## src/rtl/byte_encode_if.sv

```systemverilog
// Coefficient-in / byte-out stream bundle for byte_encode.
// The master drives coefficients and accepts bytes; the slave is the packer.
interface byte_encode_if #(
    parameter int D = 4
);
    logic [D-1:0] in_coef;
    logic         in_valid;
    logic         in_ready;
    logic [7:0]   out_byte;
    logic         out_valid;
    logic         out_ready;
    logic         out_last;

    modport master (
        output in_coef, in_valid, out_ready,
        input  in_ready, out_byte, out_valid, out_last
    );

    modport slave (
        input  in_coef, in_valid, out_ready,
        output in_ready, out_byte, out_valid, out_last
    );
endinterface

```

## src/rtl/byte_encode.sv

```systemverilog
// byte_encode: packs D-bit coefficients LSB-first into a little-endian byte
// stream, one polynomial of N coefficients at a time (ByteEncode_d).
module byte_encode #(
    parameter int D = 4,
    parameter int N = 256
) (
    input  logic         clk,
    input  logic         rst_n,
    input  logic         clear,
    byte_encode_if.slave bus
);
    localparam int BW  = D + 7;
    localparam int CW  = $clog2(D + 8);
    localparam int NB  = N * D / 8;
    localparam int CCW = (N > 1) ? $clog2(N) : 1;
    localparam int BCW = (NB > 1) ? $clog2(NB) : 1;

    typedef enum logic {FILL, EMIT} state_t;

    logic [BW-1:0]  r_buf;
    logic [CW-1:0]  r_cnt;
    logic [CCW-1:0] r_ccnt;
    logic [BCW-1:0] r_bcnt;

    logic [BW-1:0]  w_buf_nxt;
    logic [CW-1:0]  w_cnt_nxt;
    logic [CCW-1:0] w_ccnt_nxt;
    logic [BCW-1:0] w_bcnt_nxt;
    logic [BW-1:0]  w_coef_sh;
    state_t         w_state;

    // State is implied by how many bits are buffered; no extra register.
    assign w_state   = (r_cnt >= CW'(8)) ? EMIT : FILL;
    assign w_coef_sh = {{7{1'b0}}, bus.in_coef} << r_cnt;

    assign bus.in_ready  = (w_state == FILL);
    assign bus.out_valid = (w_state == EMIT);
    assign bus.out_byte  = r_buf[7:0];
    assign bus.out_last  = (w_state == EMIT) && (r_bcnt == BCW'(NB - 1));

    always_ff @(posedge clk or negedge rst_n) begin
        if (!rst_n) begin
            r_buf  <= '0;
            r_cnt  <= '0;
            r_ccnt <= '0;
            r_bcnt <= '0;
        end else begin
            r_buf  <= w_buf_nxt;
            r_cnt  <= w_cnt_nxt;
            r_ccnt <= w_ccnt_nxt;
            r_bcnt <= w_bcnt_nxt;
        end
    end

    always_comb begin
        w_buf_nxt  = r_buf;
        w_cnt_nxt  = r_cnt;
        w_ccnt_nxt = r_ccnt;
        w_bcnt_nxt = r_bcnt;
        if (clear) begin
            w_buf_nxt  = '0;
            w_cnt_nxt  = '0;
            w_ccnt_nxt = '0;
            w_bcnt_nxt = '0;
        end else if (w_state == FILL) begin
            if (bus.in_valid) begin
                w_buf_nxt  = r_buf | w_coef_sh;
                w_cnt_nxt  = r_cnt + CW'(D);
                w_ccnt_nxt = (r_ccnt == CCW'(N - 1)) ? '0 : r_ccnt + CCW'(1);
            end
        end else if (bus.out_ready) begin
            // N*D is a byte multiple, so the final byte leaves buf and cnt at zero.
            w_buf_nxt  = r_buf >> 8;
            w_cnt_nxt  = r_cnt - CW'(8);
            w_bcnt_nxt = (r_bcnt == BCW'(NB - 1)) ? '0 : r_bcnt + BCW'(1);
        end
    end
endmodule
```

## src/flat_wrapper.sv

```systemverilog
// flat-port wrapper written by rule: the top's interface ports become plain ports
module byte_encode_flat 
#(
    parameter int D = 4,
    parameter int N = 256
)
  (clk, rst_n, clear, bus_in_coef, bus_in_valid, bus_out_ready, bus_in_ready, bus_out_byte, bus_out_valid, bus_out_last);
  byte_encode_if #(.D(D)) bus_i ();
  input  logic clk;
  input  logic rst_n;
  input  logic clear;
  input wire logic [$bits(bus_i.in_coef)-1:0] bus_in_coef;
  input wire logic [$bits(bus_i.in_valid)-1:0] bus_in_valid;
  input wire logic [$bits(bus_i.out_ready)-1:0] bus_out_ready;
  output wire logic [$bits(bus_i.in_ready)-1:0] bus_in_ready;
  output wire logic [$bits(bus_i.out_byte)-1:0] bus_out_byte;
  output wire logic [$bits(bus_i.out_valid)-1:0] bus_out_valid;
  output wire logic [$bits(bus_i.out_last)-1:0] bus_out_last;
  assign bus_i.in_coef = bus_in_coef;
  assign bus_i.in_valid = bus_in_valid;
  assign bus_i.out_ready = bus_out_ready;
  assign bus_in_ready = bus_i.in_ready;
  assign bus_out_byte = bus_i.out_byte;
  assign bus_out_valid = bus_i.out_valid;
  assign bus_out_last = bus_i.out_last;
  byte_encode #(.D(D), .N(N)) u_core (.clk(clk), .rst_n(rst_n), .clear(clear), .bus(bus_i));
endmodule
```

## config.mk

```make
export PLATFORM = sky130hd
export DESIGN_NAME = byte_encode_flat
export DESIGN_NICKNAME = d
export VERILOG_FILES = /design/src/rtl/byte_encode_if.sv /design/src/rtl/byte_encode.sv /design/src/flat_wrapper.sv
export SDC_FILE = /design/constraint.sdc
export NUM_CORES = 1
export LEC_CHECK = 0
export ABC_AREA = 1
export ABC_CLOCK_PERIOD_IN_PS = 1830
export CAP_MARGIN = 40
export CORE_MARGIN = 2
export CORE_UTILIZATION = 35
export DETAILED_ROUTE_END_ITERATION = 8
export REMOVE_ABC_BUFFERS = 1
export SYNTH_ARGS = -nofsm -noshare
export SYNTH_HDL_FRONTEND = slang
export SYNTH_SLANG_ARGS = --single-unit
```

## constraint.sdc

```tcl
create_clock -name clk -period 1.83 [get_ports clk]
set_input_delay 0.183 -clock clk [delete_from_list [all_inputs] [get_ports clk]]
set_output_delay 0.183 -clock clk [all_outputs]
set_load 0.01 [all_outputs]
```

Word level (Yosys, flattened, before mapping):

Cells that the tools add are included.

* register bits after elaboration: 22
* bits of input ports: 9
* output and inout bits: 11
* word-level logic and storage cells: 31

* $add $sub $neg: 3
* $lt $le $gt $ge: 1
* equality and inequality tests: 2
* shift-type cells: 1
* muxes and demuxes: 13
* bitwise logic cells: 2
* reductions and logical operators: 6

Operator list (count)
* 2-to-1 mux 11 bit: 4
* 2-to-1 mux 7 bit: 4
* 2-to-1 mux 4 bit: 4
* OR 11 bit: 1
* left shift 4 x 4 -> 11 bit: 1
* adder 7 x 1 -> 7 bit (second input constant): 1
* == test 7 bit (second input constant): 1
* adder 4 x 3 -> 4 bit (second input constant): 1
* >= comparator 4 bit (second input constant): 1
* AND reduction 2 bit: 2
* nonzero test 2 bit: 2
* subtractor 4 bit (second input constant): 1
* inequality test 3 bit (second input constant): 1
* nonzero test 3 bit: 1
* logical AND 1 bit: 1
* 2-to-1 mux 1 bit: 1
* NOT 1 bit: 1

Depth between registers and ports, before layout:

* depth in word-level cells: 5
* mapped depth: 8
* depth with buffers taken out: 8

Least setup slack after synthesis:

No wires, ideal clock.

* kind: reg-to-reg
* start: register u_core.r_bcnt[0]
* end: register u_core.r_bcnt[2]
* setup time: 0.124 ns
* data arrival time: 0.990 ns
* required time: 1.706 ns
* path slack: 0.716 ns
* stages on the path, launching flop included: 5
* path buffers: 0
* clock period less this slack: 1.114 ns
* cells stage by stage: dfrtp_1 -> ha_1 -> or2_2 -> nand3_1 -> o21ai_1

* longest elaborated chain between the ends: 5
* elaborated cells between the ends (all ways): 6

RTL lines
* start: declaration: line byte_encode.sv:23 `logic [BCW-1:0] r_bcnt;`
* start signal: assignment: line byte_encode.sv:51 `r_bcnt <= w_bcnt_nxt;`
* adder 7 x 1 -> 7 bit or == test 7 bit (tied branches): line byte_encode.sv:75 `w_bcnt_nxt = (r_bcnt == BCW'(NB - 1)) ? '0 : r_bcnt + BCW'(1);`
* 2-to-1 mux 7 bit (*): line byte_encode.sv:75
* 2-to-1 mux 7 bit (*): line byte_encode.sv:71 `end else if (bus.out_ready) begin`
* 2-to-1 mux 7 bit (*): line byte_encode.sv:65 `end else if (w_state == FILL) begin`
* 2-to-1 mux 7 bit (*): line byte_encode.sv:60 `if (clear) begin`

Every way passes the cells marked *; elsewhere a longest branch is shown, timed or not. The select of a mux whose other input is x is not followed.
A chain may end at the register's enable or synchronous reset.

Worst setup path after layout:

* start: register u_core.r_bcnt[0]
* end: output bus_out_last

* longest elaborated chain between the ends: 2

RTL lines
* == test 7 bit: line byte_encode.sv:39 `assign bus.out_last = (w_state == EMIT) && (r_bcnt == BCW'(NB - 1));`
* logical AND 1 bit: line byte_encode.sv:39
* end: declaration: line flat_wrapper.sv:18 `output wire logic [$bits(bus_i.out_last)-1:0] bus_out_last;`

No other way between the ends.

==> results.json <==
{
  "crit_required_ps": 1650,
  "synth_ff_type": "dfrtp_1",
  "clk_transition_reported_paths_ps": 110,
  "yosysWarnings": 0,
  "p_clk_frac": 0.248,
  "layoutNonFillerInstCount": 212,
  "placed_area_um2": 1350,
  "setup_tns_ps": 0,
  "initial_core_util": 0.374,
  "synth-seq-cells": 20,
  "grt_pass1_vias": 952,
  "num_rows": 20,
  "hold_class": "input pin to async pin",
  "setup_viol": 0,
  "design_area_um2": 1400,
  "gr-total-overflow": 0,
  "drt_iter0_markers": 30,
  "cp_data_arrival_time_ps": 1460,
  "grt_max_degree": 21,
  "cts_tree": "done",
  "synth_edf_count": 0,
  "die_area_um2": 3790,
  "clk_latency_ps": 300,
  "intPower_mw": 0.740,
  "min_period_ps": 1640,
  "rsz0062_at_grt": "false",
  "core_um2": 3100,
  "dr.pass1.iters": 4,
  "clock_sinks": 20,
  "finalCritPeriodShare": 0.898,
  "async_flop_share": 1.00,
  "holdWs_ps": 202,
  "max_freq_mhz": 608,
  "grt_pass1_wl_mm": 3.95,
  "synth.area.top_cells": "dfrtp_1, nand2_1, nor2_1",
  "synth.distinct_cells": 21,
  "fin_nets": 179,
  "maxSlewHeadroom": 0.752,
  "h-tree-depth": 1,
  "hold_buffers": 0,
  "cp_max_fo": 4,
  "die_y_um": 61.6,
  "vdd_drop_max_mv": 0.380,
  "drc": 0,
  "clockBufferDepth": 2,
  "p_per_area_nw_per_um2": 745,
  "fin_util": 0.450,
  "n_antenna_cell": 0,
  "drv_slew": 0,
  "cp-end-kind": "output port",
  "maxCapViolations": 0,
  "post-dp-hpwl_mm": 1.69,
  "switching_share": 0.288,
  "start_kind": "flip-flop",
  "drt-wirelength-per-cell_um": 10.7,
  "ctsRootBufferMaster": "clkbuf_4",
  "critical_path_class": "flip-flop to output port",
  "tightestPinTransition_ps": 371,
  "outcome": "finished, final reports clean",
  "finClkSkew_ps": 1.52,
  "drive_gt1_frac": 0.143,
  "p_switching_mw": 0.299,
  "drt-vias-per-instance": 4.59,
  "antenna_found_initial": 0,
  "io_buffers": 19,
  "syn_area_um2": 1160,
  "slowest_stage": "dfrtp_1",
  "totalWireLength_mm": 2.27,
  "p_leak_nw": 0.657,
  "ioPinCount": 20,
  "cp_common_cell": "nor2_1",
  "synth_area_per_cell_um2": 7.69,
  "final_antenna_net_count": 0,
  "dp_cells": 206,
  "comb_power_share": 0.261,
  "synth_top_area_cell": "dfrtp_1",
  "seq_area_frac_synth": 0.431,
  "crit_path_cell_trace": "ha_1 -> inv_1 -> nor2_1 -> nand2_1 -> nor2_1 -> dlygate4sd2_1",
  "yosysTopAreaCellShare": 0.431,
  "pwr-share-seq": 0.491,
  "netlist_instances": 151,
  "fp.dieW_um": 61.6,
  "cpPeakStageDelay_ps": 370,
  "num_vias": 974,
  "numCtsBuffers": 3,
  "finalHoldViolations": 0,
  "areaGrowthSynthToFinish_pct": 20.2,
  "grt_usage": 0.141,
  "place_congestion": 0.821
}
==> repair_timing <==
action,4_1_cts,5_1_grt
gates resized for setup,1,0
setup endpoints to repair,1,0
setup buffers,2,0
==> registers in the layout, indices dropped and copies added (netlist names) <==
signal,count
u_core.r_buf,11
u_core.r_bcnt,7
u_core.r_cnt,2
==> final cells by class <==
cell class | count | area (um^2)
clock buffer | 4 | 36.3
tap | 44 | 55.1
timing repair buffer | 25 | 234
inverter | 21 | 78.8
fill | 337 | 1710
sequential | 20 | 500
multi-input combinational | 98 | 490
==> Yosys cell counts (2+ instances only) <==
library cell and instances:
inv_1 19, inv_2 2, dfrtp_1 20, a21oi_1 10, nand2_4 3, buf_6 2, buf_4 8, nand3_1 16
a21oi_2 4, nand2_1 30, nor2_4 2, nor2_1 23, o21ai_1 4
==> kinds of logic (layout without fill, tap and decap cells) <==
| kind of cell | Yosys count | after routing | synth area share |
|---|---|---|---|
| compound gates | 20 | 20 | 0.107 |
| fa+ha+maj | 1 | 1 | 0.0108 |
| buf+inv | 33 | 50 | 0.147 |
| flops | 20 | 20 | 0.431 |
| simple gates | 77 | 77 | 0.305 |
==> critical path, delay by kind of cell (launching register included) <==
kind / cells / cell delay, ps
simple gates: 3 / 280
flops: 1 / 370
buf+inv: 2 / 320
fa+ha+maj: 1 / 200
==> final timing paths <==
check	start	end	slack, ps	depth (start not counted)
worst max-delay path	u_core.r_bcnt[0]	bus_out_last	190	6
worst min-delay path	rst_n	u_core.r_buf[2]	200	2
worst max register to register	u_core.r_cnt[3]	u_core.r_bcnt[1]	560	5
worst min register to register	u_core.r_buf[10]	u_core.r_buf[10]	510	2
max in group asynchronous	rst_n	u_core.r_buf[4]	1410	2
min in group clk	u_core.r_buf[10]	u_core.r_buf[10]	510	2
==> metal layers <==
| layer | GRT usage | part of all wire | vias up |
|---|---|---|---|
| met2 | 0.247 | 0.49 | 20 |
| met3 | 0.0462 | 0.055 | 0 |
| met1 | 0.169 | 0.45 | 457 |
| met4 | 0.0274 | 0 | 0 |
| li1 | - | - | 497 |
| met5 | 0 | 0 | - |
==> power by group through the flow <==
stage / Clock, mW / Combinational (mW) / Sequential (mW)
after global routing: 0.292 / 0.304 / 0.517
after detailed placement: 0 / 0.243 / 0.525
after floorplan: 0 / 0.114 / 0.536
final: 0.257 / 0.271 / 0.510
after global placement: 0 / 0.237 / 0.522
after CTS: 0.272 / 0.275 / 0.510
==> metrics by stage <==
stage / total power [mW] / setup slack, ps
floorplan: 0.650 / 593
global placement: 0.759 / 221
detailed placement: 0.769 / 201
CTS: 1.06 / 170
global route: 1.11 / 27.4
finish: 1.04 / 186
==> placed cells by master, fill, tap and decap left out <==
master / instances
o21bai_1: 1
buf_4: 6
nand2_1: 30
dfrtp_1: 20
nand2_4: 3
a21oi_1: 10
clkbuf_8: 1
nor2_4: 2
o21ai_1: 4
nor2_1: 23
a21oi_2: 4
nand3_1: 16
ha_1: 1
inv_2: 2
clkdlybuf4s50_1: 18
or2_2: 1
nand4_1: 1
inv_1: 19
o21bai_2: 1
nor2_2: 1
clkbuf_4: 3
dlygate4sd2_1: 1
Note: power is estimated with default switching activity, not from simulation.
